`config.mk`:
```
export PLATFORM = sky130hd
export DESIGN_NAME = tqvp_hx2003_pulse_job_scheduler
export DESIGN_NICKNAME = d
export VERILOG_FILES = /design/src/rtl/tqvp_hx2003_pulse_job_scheduler.sv
export SDC_FILE = /design/constraint.sdc
export NUM_CORES = 1
export LEC_CHECK = 0
export CAP_MARGIN = 20
export CELL_PAD_IN_SITES_DETAIL_PLACEMENT = 1
export CELL_PAD_IN_SITES_GLOBAL_PLACEMENT = 1
export CORE_UTILIZATION = 40
export CTS_CLUSTER_SIZE = 12
export DETAILED_ROUTE_END_ITERATION = 16
export GPL_TIMING_DRIVEN = 1
export PLACE_DENSITY_LB_ADDON = 0.1
export SLEW_MARGIN = 25
export SYNTH_ARGS = -nofsm -noshare
export SYNTH_HDL_FRONTEND = slang
export SYNTH_SLANG_ARGS = --single-unit
```
`constraint.sdc`:
```
create_clock -name clk -period 2.05 [get_ports clk]
set_input_delay 0.5125 -clock clk [delete_from_list [all_inputs] [get_ports clk]]
set_output_delay 0.5125 -clock clk [all_outputs]
set_load 0.05 [all_outputs]
```
`src/rtl/tqvp_hx2003_pulse_job_scheduler.sv`:
```
// Descriptor queue and sequencer that drives the pulse transmitter's bus-side
// write port: load program window, start, wait for the running bit, retire.
module tqvp_hx2003_pulse_job_scheduler #(
  parameter int unsigned QUEUE_DEPTH = 4,
  parameter int unsigned COUNT_W     = 3
) (
  input  logic               clk,
  input  logic               rst,
  input  logic               job_valid,
  output logic               job_ready,
  input  logic [31:0]        job_word,
  input  logic               abort,
  input  logic               irq_clear,
  output logic [5:0]         tx_address,
  output logic [31:0]        tx_data,
  output logic [1:0]         tx_write_n,
  input  logic [31:0]        tx_status,
  output logic               busy,
  output logic [COUNT_W-1:0] queue_count,
  output logic               job_done,
  output logic               job_aborted,
  output logic               interrupt
);

  localparam int unsigned PTR_W = (QUEUE_DEPTH > 1) ? $clog2(QUEUE_DEPTH) : 1;

  localparam logic [5:0]  ADDR_CTRL  = 6'h00;
  localparam logic [5:0]  ADDR_PROG  = 6'h04;
  localparam logic [31:0] CTRL_START = 32'h14;
  localparam logic [31:0] CTRL_STOP  = 32'h20;
  localparam logic [1:0]  WR_IDLE    = 2'b11;
  localparam logic [1:0]  WR_32      = 2'b10;
  localparam logic [1:0]  WR_8       = 2'b00;

  typedef enum logic [2:0] {
    S_IDLE, S_LOAD, S_START, S_ARM, S_RUN, S_STOP, S_DONE
  } state_t;

  state_t             state_q, state_d;
  logic [31:0]        mem [QUEUE_DEPTH];
  logic [PTR_W-1:0]   wr_ptr, rd_ptr;
  logic [COUNT_W-1:0] count_q;
  logic               flush_all, flush_tail, push, pop;
  logic [5:0]         addr_d;
  logic [31:0]        data_d;
  logic [1:0]         wn_d;
  logic               unused_status;

  assign unused_status = ^{tx_status[31:5], tx_status[3:0]};

  assign job_ready   = (count_q < COUNT_W'(QUEUE_DEPTH)) && !abort;
  assign push        = job_valid && job_ready;
  assign pop         = (state_q == S_DONE);
  assign queue_count = count_q;

  // Next state, abort flushes and the bus command for the upcoming cycle
  always_comb begin
    state_d    = state_q;
    flush_all  = 1'b0;
    flush_tail = 1'b0;
    addr_d     = 6'h00;
    data_d     = 32'h0;
    wn_d       = WR_IDLE;
    case (state_q)
      S_IDLE: begin
        if (abort) flush_all = 1'b1;
        else if (count_q != '0) state_d = S_LOAD;
      end
      S_LOAD, S_START, S_ARM: begin
        if (abort) begin
          state_d    = S_STOP;
          flush_tail = 1'b1;
        end else begin
          state_d = (state_q == S_LOAD) ? S_START :
                    (state_q == S_START) ? S_ARM : S_RUN;
        end
      end
      S_RUN: begin
        if (abort) begin
          state_d    = S_STOP;
          flush_tail = 1'b1;
        end else if (!tx_status[4]) begin
          state_d = S_DONE;
        end
      end
      S_STOP:  state_d = S_DONE;
      S_DONE:  state_d = S_IDLE;
      default: state_d = S_IDLE;
    endcase
    case (state_d)
      S_LOAD: begin
        wn_d   = WR_32;
        addr_d = ADDR_PROG;
        data_d = mem[rd_ptr];
      end
      S_START: begin
        wn_d   = WR_8;
        addr_d = ADDR_CTRL;
        data_d = CTRL_START;
      end
      S_STOP: begin
        wn_d   = WR_8;
        addr_d = ADDR_CTRL;
        data_d = CTRL_STOP;
      end
      default: ;
    endcase
  end

  always_ff @(posedge clk) begin
    if (rst) state_q <= S_IDLE;
    else     state_q <= state_d;
  end

  // Head entry remains queued until its job retires
  always_ff @(posedge clk) begin
    if (rst) begin
      wr_ptr  <= '0;
      rd_ptr  <= '0;
      count_q <= '0;
    end else if (flush_all) begin
      wr_ptr  <= rd_ptr;
      count_q <= '0;
    end else if (flush_tail) begin
      wr_ptr  <= rd_ptr + PTR_W'(1);
      count_q <= COUNT_W'(1);
    end else begin
      if (push) wr_ptr <= wr_ptr + PTR_W'(1);
      if (pop)  rd_ptr <= rd_ptr + PTR_W'(1);
      if (push && !pop)      count_q <= count_q + COUNT_W'(1);
      else if (pop && !push) count_q <= count_q - COUNT_W'(1);
    end
  end

  always_ff @(posedge clk) begin
    if (push) mem[wr_ptr] <= job_word;
  end

  always_ff @(posedge clk) begin
    if (rst) begin
      tx_write_n  <= WR_IDLE;
      tx_address  <= 6'h00;
      tx_data     <= 32'h0;
      busy        <= 1'b0;
      job_done    <= 1'b0;
      job_aborted <= 1'b0;
      interrupt   <= 1'b0;
    end else begin
      tx_write_n  <= wn_d;
      tx_address  <= addr_d;
      tx_data     <= data_d;
      busy        <= (state_d != S_IDLE);
      job_done    <= (state_d == S_DONE);
      job_aborted <= (state_d == S_DONE) && (state_q == S_STOP);
      if (state_q == S_DONE) interrupt <= 1'b1;
      else if (irq_clear)    interrupt <= 1'b0;
    end
  end

endmodule

```
== Yosys cells after proc, flatten, opt, wreduce, memory -nomap -nowiden ==
Memories as Yosys holds them, arrays and structs flattened. A register that Yosys moved wholly into a read port is not among the register bits.
Index checks and enable logic that the tools add are counted.

* Word-level logic and storage cells: 77
* Bits in writable memories: 128
* Memories: 1
* Flip-flop bits (word level): 54
* Output and inout bits: 48

{| class="wikitable"
|+ Memories
! name !! depth !! width !! read ports !! clocked after Yosys merged registers in !! wr ports !! RTL line !! text
|-
| mem || 4 || 32 || 1 || 1 || 1 || 40 || <nowiki>logic [31:0] mem [QUEUE_DEPTH];</nowiki>
|}

* Equality and inequality tests: 10
* Add/subtract/negate cells: 4
* $lt $le $gt $ge: 1
* Bitwise logic cells: 2
* Reductions and logical operators: 21
* Multiplexer cells: 26

{| class="wikitable"
|+ Operators with widths
! kind !! number
|-
| one-hot mux 32 bit (3 select lines) || 1
|-
| 2-to-1 mux 3 bit || 10
|-
| == test 3 bit (second input constant) || 5
|-
| one-hot mux 3 bit (4 select lines) || 1
|-
| nonzero test 3 bit || 4
|-
| 2-to-1 mux 2 bit || 5
|-
| == test 3 x 2 -> 1 bit (second input constant) || 3
|-
| 2-to-1 mux 1 bit || 8
|-
| == test 3 x 1 -> 1 bit (second input constant) || 2
|-
| OR reduction 3 bit || 2
|-
| logical AND 1 bit || 5
|-
| adder 2 x 1 -> 2 bit (second input constant) || 2
|-
| one-hot mux 2 bit (2 select lines) || 1
|-
| nonzero test 2 bit || 2
|-
| OR reduction 2 bit || 2
|-
| OR reduction 4 bit || 1
|-
| adder 3 x 1 -> 3 bit (second input constant) || 1
|-
| logical NOT 1 bit || 3
|-
| logical NOT 3 bit || 1
|-
| less-than comparator 3 bit (second input constant) || 1
|-
| AND reduction 3 bit || 1
|-
| subtractor 3 x 1 -> 3 bit (second input constant) || 1
|-
| inverter 1 bit || 2
|}

== Logic depth before layout (Yosys ltp) ==
Gate-level depths: netlist (run 1).

* Depth in word-level cells: 8
* Gate-level depth with buffers: 9
* Depth with buffers taken out: 9

== Least setup slack after synthesis (run 1) ==
OpenSTA, ideal clock, no wires.

* Path type: reg2reg
* Start point: register count_q[2] (netlist: queue_count[2])
* End point: register count_q[2] (netlist: queue_count[2])
* Data arrival time: 2.868 ns
* Stages on the path, launching flop included: 10
* Library setup time: 0.095 ns
* Data required time: 1.955 ns
* Slack: -0.913 ns
* Clock period less this slack: 2.963 ns
* Path buffers: 0
* Cells stage by stage: dfxtp_1 nor2_1 nand2_1 clkinv_1 ha_1 inv_1 fa_1 xor2_1 or3_1 a221oi_1

* Cells in the longest elaborated chain, start to end: 6

{| class="wikitable"
|+ Ends and longest elaborated chain
! item !! RTL line !! text
|-
| from (decl) || 42 || <nowiki>logic [COUNT_W-1:0] count_q;</nowiki>
|-
| from (signal assigned) || 130 || <nowiki>if (push && !pop) count_q <= count_q + COUNT_W'(1);</nowiki>
|-
| from (signal assigned) || 131 || <nowiki>else if (pop && !push) count_q <= count_q - COUNT_W'(1);</nowiki>
|-
| less-than comparator 3 bit (*) || 51 || <nowiki>assign job_ready = (count_q < COUNT_W'(QUEUE_DEPTH)) && !abort;</nowiki>
|-
| logical AND 1 bit (*) || 51 ||
|-
| net job_ready || 10 || <nowiki>output logic job_ready,</nowiki>
|-
| logical AND 1 bit (*) || 52 || <nowiki>assign push = job_valid && job_ready;</nowiki>
|-
| logical NOT 1 bit || 131 ||
|-
| logical AND 1 bit || 131 ||
|-
| nonzero test 2 bit (no line) || -- ||
|}

The timed path passes the listed nets; every way through them passes the cells marked *. The select of a mux whose other input is x is not followed.
A chain may end at the register's enable or synchronous reset.

== Final worst setup path (run 1) ==
* Start point: input job_valid
* End point: register count_q[2] (netlist: queue_count[2])

* Cells in the longest elaborated chain, start to end: 4

{| class="wikitable"
|+ Ends and longest elaborated chain
! item !! RTL line !! text
|-
| from (decl) || 9 || <nowiki>input logic job_valid,</nowiki>
|-
| logical AND 1 bit (*) || 52 ||
|-
| logical NOT 1 bit || 131 ||
|-
| logical AND 1 bit || 131 ||
|-
| nonzero test 2 bit (no line) || -- ||
|}

Mark *: on every way between the ends. The rest lies on a longest branch, timed or not.

==> results.toml, run 1 <==
[status]
status = "finished clean"

[critical_path]
worst_ep_arrival_time_ns = 2.30
critical_path_sink = "queue_count[2]$_SDFFE_PP0P_"
rrSetupSlack_ns = 0.17
critical_path.cell_chain = "clkdlybuf4s50_1 -> nand2_2 -> clkinv_4 -> ha_4 -> inv_1 -> fa_2 -> xor2_1 -> or3_1 -> a221oi_2"
timing.critical_path.buf_inv = 3
worst_path_max_delay_cell = "sky130_fd_sc_hd__clkdlybuf4s50_1"
cp_max_fo = 2
r2r_start = "queue_count[2]$_SDFFE_PP0P_"
crit_path_start_kind = "input pin"
critPathLaunch = "job_valid"
crit_family = "buffers and inverters"
worst-setup-path-type = "in -> reg"
worst-endpoint-required_ns = 2.38
crit_path_max_incr_delay_ns = 0.47
worstSetupPathDepth = 9
reg2regPathDepth = 9
worst_setup_path_end_kind = "flop"
worstReg2RegEnd = "queue_count[2]$_SDFFE_PP0P_"

[logic_synthesis]
post_synthesis_sequential_area_ratio_pct = 74.8
postSynth.asyncResetShare_pct = 0
postSynthAreaPerCell_sq_um = 18.0
synthCells = 361
synth_enable_flop_cells = 128
synth.cell_area_sq_mm = 0.00650
yosys.cell_types.count = 38
ys_dominant_reg_cell = "sky130_fd_sc_hd__edfxtp_1"
synth_warnings = 0
yosys_register_bits = 179

[clock_tree]
clkLatencyLatePin_ns = 0.43
ctsRootBufferMaster = "sky130_fd_sc_hd__clkbuf_16"
tritoncts.num_buffers = 17
cts_post_setup_buffers_inserted = 0
cts-root-to-sink-buffers = 2
tritoncts_num_sinks = 179
cts_h_tree_lvls = 4
cts_tree = "yes"
worst_setup_hold_path_clk_slew_ns = 0.06

[cells_and_area]
finish.net_count = 549
area_of_combinational_cells_with_multiple_inputs_sq_mm = 0.00155
finish.cell_count_without_fillers = 702
final-seq-area_sq_mm = 0.00487
post_route_cells_drive_above_1_share_pct = 22.6
nFillCells = 1486
area_delta_synth_final_pct = 29.8
diodes = 0

[timing]
finalHoldWorstSlack_ns = 0.475
setup_viol = 0
timing.setup.tns_ns = 0
worst_clock_skew_ns = 0.0102
slew_violations = 0
period_minus_slack_ns = 1.97
slew_headroom_pct = 57.7
rsz0062_at_grt = "yes"
max_slew.worst_pin.slew_ns = 0.628
timing.final.hold_violations = 0
fmaxAchievable_mhz = 509
timing.final.crit_share_pct = 95.9

[route]
route.final.wire_length_um = 12600
vias_per_cell = 4.82
drt_pass1_iterations = 4
wl_per_cell_um = 17.9
drt_first_iter_violations = 158
route.detailed.drc = 0
dr_total_vias = 3383
route.antenna.remaining_nets = 0

[floorplanning]
area_enclosed_by_the_die_boundary_sq_mm = 0.0168
initial_utilization_pct = 40.9
coreArea_sq_mm = 0.0159
boundaryPins = 117
rows = 46
chipWidth_um = 130
die_h_um = 130

[global_routing]
wire_length_of_the_first_global_routing_pass_um = 19700
grt.total_usage_pct = 16.5
largest_net_degree_at_the_start_of_global_routing = 21
gr-total-overflow = 0
grt_antenna_before_repair = 0
first_global_vias = 3581

[hold_path]
holdPathStages = 2
worstHoldPathType = "reg -> reg"

[power_and_ir_drop]
internal_power_mw = 6.28
swShare_pct = 22.4
seq_power_share_pct = 50.3
power_frac_comb_pct = 10.4
p_per_area_mw_per_mm2 = 958
ir_drop_mv = 0.597
share_clk_of_total_power_pct = 39.3
total_leakage_power_nw = 3.04
switchingPower_mw = 1.81

[flow_run]
timing.max_cap.violations = 0

[placed_design]
detailedPlacementHpwl_um = 7920
io_buffer_count = 80
place_congestion = 0.708
placedCellCount = 670
[power by group through the flow]
| stage | Sequential, mW | Combinational (mW) | Clock [mW] |
|---|---|---|---|
| 2_1_floorplan | 4.32 | 0.332 | 0 |
| 6_report | 4.07 | 0.844 | 3.18 |
| 5_1_grt | 4.08 | 0.914 | 3.38 |
| 4_1_cts | 4.07 | 0.855 | 3.25 |
| 3_5_place_dp | 4.15 | 0.875 | 0 |
| 3_3_place_gp | 4.14 | 0.866 | 0 |
[layout make-up]
type	count	share of cell area (%)
clock buffers	21	5.22
clock inverters	11	1.63
inverters	9	0.459
multi-input cells	156	18.4
flip-flops and latches	179	57.7
well taps	216	3.20
repair buffers	110	13.5
[placed cells by master, fill, tap and decap left out, types with 13 or more instances in the layout]
cell,synthesis,layout
sky130_fd_sc_hd__buf_12,0,13
sky130_fd_sc_hd__buf_4,5,22
sky130_fd_sc_hd__clkbuf_16,0,17
sky130_fd_sc_hd__clkdlybuf4s50_1,0,36
sky130_fd_sc_hd__dfxtp_1,51,48
sky130_fd_sc_hd__dlygate4sd2_1,0,36
sky130_fd_sc_hd__edfxtp_1,128,128
sky130_fd_sc_hd__mux4_2,32,32
sky130_fd_sc_hd__nor2_1,16,15
sky130_fd_sc_hd__nor2b_1,30,30
[cell families (layout without fill, tap and decap cells)]
logic type | Yosys count | in the layout | synth area share, %
flip-flops | 179 | 179 | 74.8
multiplexers | 34 | 34 | 11.4
other | 1 | 5 | 0.0577
adder cells (fa/ha/maj) | 7 | 7 | 1.46
XOR/XNOR | 6 | 6 | 0.808
AO/OA/AOI/OAI | 25 | 25 | 2.56
AND/OR/NAND/NOR | 79 | 79 | 6.77
buffers and inverters | 30 | 151 | 2.15
[state kept, by name (all words and copies together) (netlist names), named ones only]
signal / flops
busy: 1
interrupt: 1
job_aborted: 1
job_done: 1
mem: 128
queue_count: 3
rd_ptr: 2
state_q: 3
tx_address: 1
tx_data: 32
tx_write_n: 2
wr_ptr: 2
[metrics by stage]
| step | power [mW] | setup slack (ns) | utilization, % | instance area (sq um) |
|---|---|---|---|---|
| 2_1_floorplan | 4.65 | -0.222 | - | 6560 |
| 3_3_place_gp | 5.01 | -0.464 | 49.7 | 7900 |
| 3_5_place_dp | 5.03 | -0.515 | 49.7 | 7900 |
| 4_1_cts | 8.18 | 0.00428 | 53.1 | 8430 |
| 5_1_grt | 8.37 | -0.0145 | 53.2 | 8440 |
| 6_report | 8.09 | 0.0846 | 53.2 | 8440 |
[cells in the mapped netlist (2+ instances only)]
master,instances,area share [%]
sky130_fd_sc_hd__a21oi_1,4,0.31
sky130_fd_sc_hd__o21ai_0,8,0.62
sky130_fd_sc_hd__nor3_1,4,0.31
sky130_fd_sc_hd__mux4_2,32,11
sky130_fd_sc_hd__clkbuf_1,8,0.46
sky130_fd_sc_hd__nand2b_1,5,0.48
sky130_fd_sc_hd__and2_1,4,0.38
sky130_fd_sc_hd__nand3b_1,2,0.23
sky130_fd_sc_hd__nor2b_1,30,2.9
sky130_fd_sc_hd__a211oi_1,2,0.23
sky130_fd_sc_hd__ha_1,6,1.2
sky130_fd_sc_hd__buf_4,5,0.58
sky130_fd_sc_hd__o32ai_1,3,0.40
sky130_fd_sc_hd__mux2i_1,2,0.31
sky130_fd_sc_hd__or3_1,4,0.38
sky130_fd_sc_hd__xor2_1,3,0.40
sky130_fd_sc_hd__edfxtp_1,128,59
sky130_fd_sc_hd__dfxtp_1,51,16
sky130_fd_sc_hd__inv_1,8,0.46
sky130_fd_sc_hd__nor2_1,16,0.92
sky130_fd_sc_hd__a21o_1,3,0.35
sky130_fd_sc_hd__buf_2,7,0.54
sky130_fd_sc_hd__xnor2_1,3,0.40
sky130_fd_sc_hd__nand2_1,9,0.52
[repair_timing]
action / in CTS / in global routing
hold buffers: 0 / 0
pin swaps: 1 / 0
gates cloned: 0 / 0
setup endpoints to repair: 36 / 4
resized for setup: 36 / 4
[per-layer routing]
metal  up-vias  wire length, um  global-route usage, %
met5         -                0                      0
met3        13              501                   5.08
met4         0              155                   5.75
li1       1579                -                      -
met1      1719             5520                   20.7
met2        72             6390                   27.1
[worst min-delay path, cell delays in order (launching register included)]
cell,delay [ns]
sky130_fd_sc_hd__dfxtp_1,0.31
sky130_fd_sc_hd__nand2b_1,0.06
sky130_fd_sc_hd__a21oi_1,0.06
[how the worst min path moves through the flow]
stage,startpoint,endpoint
final,interrupt$_SDFFE_PP0P_,interrupt$_SDFFE_PP0P_
after global routing,interrupt$_SDFFE_PP0P_,interrupt$_SDFFE_PP0P_
after detailed placement,interrupt$_SDFFE_PP0P_,interrupt$_SDFFE_PP0P_
after global placement,interrupt$_SDFFE_PP0P_,interrupt$_SDFFE_PP0P_
after CTS,interrupt$_SDFFE_PP0P_,interrupt$_SDFFE_PP0P_
after floorplan,rd_ptr[1]$_SDFFE_PP0P_,wr_ptr[1]$_SDFFE_PP0P_
No activity file was read; power rests on OpenSTA's default activity.
==> inputs of run 2 (changes only) <==
Settings changed: CORE_UTILIZATION 40 to 47.
Clock period 2.05 ns to 2.28 ns, I/O delays scaled along.
==> run 2 against run 1 <==
  * Clock-buffer cell count is 3 lower
  * Global-route usage is 3.0 points higher
  * Cell area fell by 1.0%
  * Via count up 1.5%
==> results.toml, run 2 (synthesized netlist as in run 1, its figures left out) <==
[timing]
timing.final.hold_violations = 0
fmaxAchievable_mhz = 457
finalHoldWorstSlack_ns = 0.499
max_slew.worst_pin.slew_ns = 0.627
period_minus_slack_ns = 2.19
rsz0062_at_grt = "no"
setup_viol = 0
timing.final.crit_share_pct = 96.1
worst_clock_skew_ns = 0.00898
slew_headroom_pct = 58.2
slew_violations = 0

[route]
route.antenna.remaining_nets = 0
route.final.wire_length_um = 12700
dr_total_vias = 3434
wl_per_cell_um = 19.2
route.detailed.drc = 0
drt_pass1_iterations = 4
drt_first_iter_violations = 171
vias_per_cell = 5.22

[floorplanning]
die_h_um = 120
coreArea_sq_mm = 0.0133
initial_utilization_pct = 48.7
rows = 42
boundaryPins = 117
chipWidth_um = 120
area_enclosed_by_the_die_boundary_sq_mm = 0.0143

[cells_and_area]
most-common-layout-cells = "128 x sky130_fd_sc_hd__edfxtp_1, 77 x sky130_fd_sc_hd__clkdlybuf4s50_1, 48 x sky130_fd_sc_hd__dfxtp_1, 32 x sky130_fd_sc_hd__mux4_2, 30 x sky130_fd_sc_hd__nor2b_1"
largest_registers = "mem: 128 flops, tx_data: 32 flops"
largest_register = "mem"
finish.net_count = 546
diodes = 0
post_route_cells_drive_above_1_share_pct = 21.8
largest_register_ffs = 128
area_delta_synth_final_pct = 28.5
layout.cells.most_common = "sky130_fd_sc_hd__edfxtp_1"

[critical_path]
reg2regPathDepth = 7
worst_ep_arrival_time_ns = 1.62
worst_path_max_delay_cell = "sky130_fd_sc_hd__clkdlybuf4s50_1"
worst-endpoint-required_ns = 1.71
crit_family = "buffers and inverters"
worst_setup_path_end_kind = "primary output"
crit_path_max_incr_delay_ns = 0.81
cp_max_fo = 5
r2r_start = "state_q[0]$_SDFF_PP0_"
timing.critical_path.buf_inv = 1
worstReg2RegEnd = "queue_count[2]$_SDFFE_PP0P_"
critical_path.cell_chain = "clkdlybuf4s50_1"
worst-setup-path-type = "reg -> out"
crit_path_start_kind = "flop"
rrSetupSlack_ns = 0.38

[clock_tree]
clkLatencyLatePin_ns = 0.42
tritoncts.num_buffers = 17
cts-root-to-sink-buffers = 2
tritoncts_num_sinks = 179
ctsRootBufferMaster = "sky130_fd_sc_hd__clkbuf_16"
worst_setup_hold_path_clk_slew_ns = 0.07
cts_h_tree_lvls = 4
cts_post_setup_buffers_inserted = 0
cts_tree = "yes"

[global_routing]
grt.total_usage_pct = 19.5
first_global_vias = 3693
wire_length_of_the_first_global_routing_pass_um = 20200
grt_antenna_before_repair = 0
largest_net_degree_at_the_start_of_global_routing = 28
gr-total-overflow = 0

[power_and_ir_drop]
swShare_pct = 22.5
seq_power_share_pct = 49.2
total_leakage_power_nw = 2.82
internal_power_mw = 5.77
ir_drop_mv = 0.497
switchingPower_mw = 1.68
share_clk_of_total_power_pct = 40.5
p_per_area_mw_per_mm2 = 892
power_frac_comb_pct = 10.3
total_power_mw = 7.45

[hold_path]
hold_path_origin = "interrupt$_SDFFE_PP0P_"
worstHoldPathType = "reg -> reg"
min_delay_worst_endpoint = "interrupt$_SDFFE_PP0P_"
holdPathStages = 2

[flow_run]
timing.max_cap.violations = 0

[placed_design]
detailedPlacementHpwl_um = 7900
io_buffer_count = 80
place_congestion = 0.713

[status]
status = "finished clean"
run 2: cell count changes in the layout (fill, tap and decap cells not counted):
cell,before,now
sky130_fd_sc_hd__clkdlybuf4s50_1,36,77
sky130_fd_sc_hd__dlygate4sd2_1,36,2
sky130_fd_sc_hd__buf_12,13,6
sky130_fd_sc_hd__clkbuf_1,4,1
sky130_fd_sc_hd__dlymetal6s2s_1,3,0
sky130_fd_sc_hd__a221oi_1,0,1
sky130_fd_sc_hd__a221oi_2,1,0
sky130_fd_sc_hd__bufinv_16,3,4
sky130_fd_sc_hd__clkinv_1,1,0
sky130_fd_sc_hd__inv_6,0,1
sky130_fd_sc_hd__inv_8,0,1
run 2: metal layers:
metal  up-vias  part of all wire (%)  track usage (%)
met1      1769                    43             25.0
met5         -                     0                0
met3         7                   4.7             4.94
met4         0                  0.82             7.73
li1       1572                     -                -
met2        86                    52             31.9
run 2: repair_timing:
action | CTS | global route
setup endpoints to repair | 2 | 0
hold buffers | 0 | 0
gates resized for setup | 2 | 0
hold endpoints to repair | 0 | 0
run 2: final cells by class:
cell class	count	area (sq um)
Fill cell	1200	4990
Clock inverter	13	184
Timing Repair Buffer	107	1070
Sequential cell	179	4870
Multi-Input combinational cell	156	1540
Inverter	9	38.8
Clock buffer	18	429
Tap cell	176	220
run 2: worst max path at each step:
stage | startpoint | end | slack [ns] | depth (start not counted)
detailed placement | abort | queue_count[2]$_SDFFE_PP0P_ | -0.36 | 10
CTS | queue_count[2]$_SDFFE_PP0P_ | queue_count[2] | 0.06 | 1
finish | queue_count[2]$_SDFFE_PP0P_ | queue_count[2] | 0.09 | 1
global route | queue_count[2]$_SDFFE_PP0P_ | queue_count[2] | 0.03 | 1
global placement | abort | queue_count[2]$_SDFFE_PP0P_ | -0.26 | 10
floorplan | abort | queue_count[2]$_SDFFE_PP0P_ | -0.05 | 9
run 2: metrics by stage:
| step | TNS [ns] | setup slack (ns) | utilization [%] | cells | area [sq um] |
|---|---|---|---|---|---|
| 3_5_place_dp | -4.10 | -0.360 | 58.0 | 627 | 7750 |
| 5_1_grt | 0 | 0.0250 | 62.6 | 658 | 8360 |
| 3_3_place_gp | -3.02 | -0.262 | 58.0 | 627 | 7750 |
| 6_report | 0 | 0.0898 | 62.6 | 658 | 8360 |
| 4_1_cts | 0 | 0.0563 | 62.6 | 658 | 8360 |
| 2_1_floorplan | -0.0497 | -0.0497 | - | 365 | 6560 |
run 2: worst reg2reg max path, delay by kind of cell, from the launching register on:
kind,cells,cell delay (ns)
XOR/XNOR,1,0.15
buffers and inverters,1,0.05
AND/OR/NAND/NOR,2,0.53
AO/OA/AOI/OAI,1,0.24
adder cells (fa/ha/maj),2,0.51
flip-flops,1,0.33
run 2: power by group through the flow:
stage                     Combinational [mW]  Clock (mW)  Sequential (mW)
after floorplan                        0.299           0             3.88
after global placement                 0.755           0             3.73
after CTS                              0.779        3.09             3.67
after detailed placement               0.770           0             3.74
after global routing                   0.824        3.22             3.68
final                                  0.768        3.02             3.67
==> inputs of run 3 (changes only) <==
Settings changed: SKIP_CTS_REPAIR_TIMING set to 1.
Clock period 2.28 ns to 2.6 ns, I/O delays scaled along.
==> run 3 against run 2 <==
  * Via count decreased by 2.9%
  * First-iteration DRC count increased by 8.8%
  * Non-clock buffer count decreased by 9
  * Sequential share of layout area increased by 1.0 points
  * Final cell count decreased by 1.2%
  * Clock power decreased by 19%
  * Critical path depth unchanged
  * Utilization decreased by 1.1 points
  * Hold slack got worse by 0.022 ns
  * Clock-buffer cell count increased by 2
  * Largest power group unchanged
==> results.toml, run 3 (synthesized netlist as in run 1, its figures left out) <==
[clock_tree]
tritoncts.num_buffers = 17
worst_setup_hold_path_clk_slew_ns = 0.06
cts_tree = "yes"
cts-root-to-sink-buffers = 2
cts_h_tree_lvls = 4
tritoncts_num_sinks = 179
ctsRootBufferMaster = "sky130_fd_sc_hd__clkbuf_16"
clkLatencyLatePin_ns = 0.42

[route]
drt-met1-wl_um = 5310
highest-signal-layer = "met4"
dr_total_vias = 3333
met2WireLength_um = 6450
drt_first_iter_violations = 186
dr_wl_met3_um = 482
wl_per_cell_um = 18.9
route.antenna.remaining_nets = 0
drt_pass1_iterations = 4
vias_per_cell = 5.13
route.detailed.drc = 0
route.final.wire_length_um = 12300

[global_routing]
grt.total_usage_pct = 18.8
first_global_vias = 3656
largest_net_degree_at_the_start_of_global_routing = 33
grt_antenna_before_repair = 0
gr-total-overflow = 0
wire_length_of_the_first_global_routing_pass_um = 19500

[timing]
slew_violations = 0
fmaxAchievable_mhz = 427
timing.final.hold_violations = 0
slew_headroom_pct = 63.0
worst_clock_skew_ns = 0.0161
rsz0062_at_grt = "no"
max_slew.worst_pin.slew_ns = 0.555
least_setup_slack_across_all_paths_after_layout_ns = 0.258
setup_viol = 0
period_minus_slack_ns = 2.34
timing.final.crit_share_pct = 90.1

[cells_and_area]
nFillCells = 1197
post_route_cells_drive_above_1_share_pct = 19.6
finish.cell_count_without_fillers = 650
area_delta_synth_final_pct = 26.3
largest_register_ffs = 128
largest_registers = "mem: 128 flops, tx_data: 32 flops"
most-common-layout-cells = "128 x sky130_fd_sc_hd__edfxtp_1, 79 x sky130_fd_sc_hd__clkdlybuf4s50_1, 49 x sky130_fd_sc_hd__dfxtp_1, 32 x sky130_fd_sc_hd__mux4_2, 30 x sky130_fd_sc_hd__nor2b_1"
largest_register = "mem"
layout.cells.most_common = "sky130_fd_sc_hd__edfxtp_1"
diodes = 0
fin_util_pct = 61.5
finish.net_count = 537

[critical_path]
worst_setup_path_end_kind = "primary output"
crit_path_start_kind = "flop"
worst-endpoint-required_ns = 1.95
worst-setup-path-type = "reg -> out"
worst_ep_arrival_time_ns = 1.69
critical_path.cell_chain = "clkdlybuf4s50_1"
worst_path_max_delay_cell = "sky130_fd_sc_hd__clkdlybuf4s50_1"
timing.critical_path.buf_inv = 1
crit_family = "buffers and inverters"
crit_path_max_incr_delay_ns = 0.84
cp_max_fo = 5

[power_and_ir_drop]
ir_drop_mv = 0.455
total_leakage_power_nw = 2.76
total_power_mw = 6.32
p_per_area_mw_per_mm2 = 769

[placed_design]
detailedPlacementHpwl_um = 7610
post-place-ws_ns = -0.199
place_congestion = 0.757
io_buffer_count = 80
placedCellCount = 618

[status]
status = "finished clean"

[floorplanning]
boundaryPins = 117
initial_utilization_pct = 48.7
die_h_um = 120
area_enclosed_by_the_die_boundary_sq_mm = 0.0143
rows = 42
chipWidth_um = 120
coreArea_sq_mm = 0.0133

[flow_run]
timing.max_cap.violations = 0

[hold_path]
worstHoldPathType = "reg -> reg"
==> run 3: worst paths after layout <==
check | cells past startpoint | from | slack [ns] | endpoint
max | 1 | queue_count[2]$_SDFFE_PP0P_ | 0.26 | queue_count[2]
min | 2 | interrupt$_SDFFE_PP0P_ | 0.48 | interrupt$_SDFFE_PP0P_
max reg2reg | 7 | state_q[2]$_SDFF_PP0_ | 0.49 | queue_count[2]$_SDFFE_PP0P_
min reg2reg | 2 | interrupt$_SDFFE_PP0P_ | 0.48 | interrupt$_SDFFE_PP0P_
==> run 3: worst register-to-register path: cells and delay by family, from the launching register on <==
kind | cells | cell delay, ns
xor gates and xnor gates | 1 | 0.16
AOI/OAI and AO/OA | 1 | 0.26
adders and majority gates | 2 | 0.56
DFF | 1 | 0.45
and+or+nand+nor | 2 | 0.54
buffers and inverters | 1 | 0.06
==> run 3: layout make-up <==
cell class	instances	area [sq um]	share of cell area (%)
Sequential cell	179	4870	59.2
Multi-Input combinational cell	156	1530	18.6
Timing Repair Buffer	98	983	12.0
Clock buffer	20	500	6.09
Tap cell	176	220	2.68
Clock inverter	12	83.8	1.02
Inverter	9	33.8	0.411
==> run 3: metal layers <==
| metal | up-vias | GRT usage, % |
|---|---|---|
| met5 | - | 0 |
| met4 | 0 | 5.55 |
| met2 | 60 | 31.5 |
| met1 | 1716 | 23.1 |
| li1 | 1553 | - |
| met3 | 4 | 6.56 |
==> run 3: power breakdown <==
group          leakage (nW)  internal (mW)  switching (mW)
combinational         0.884          0.261           0.370
sequential             1.58           3.17          0.0489
clock                 0.297           1.40            1.06
==> run 3: stage by stage <==
stage               cell area [sq um]  hold slack [ns]  TNS (ns)
floorplan                        6530            0.525         0
global placement                 7630            0.470   -0.0998
detailed placement               7630            0.473    -0.199
CTS                              8220            0.484         0
global route                     8220            0.497         0
finish                           8220            0.477         0
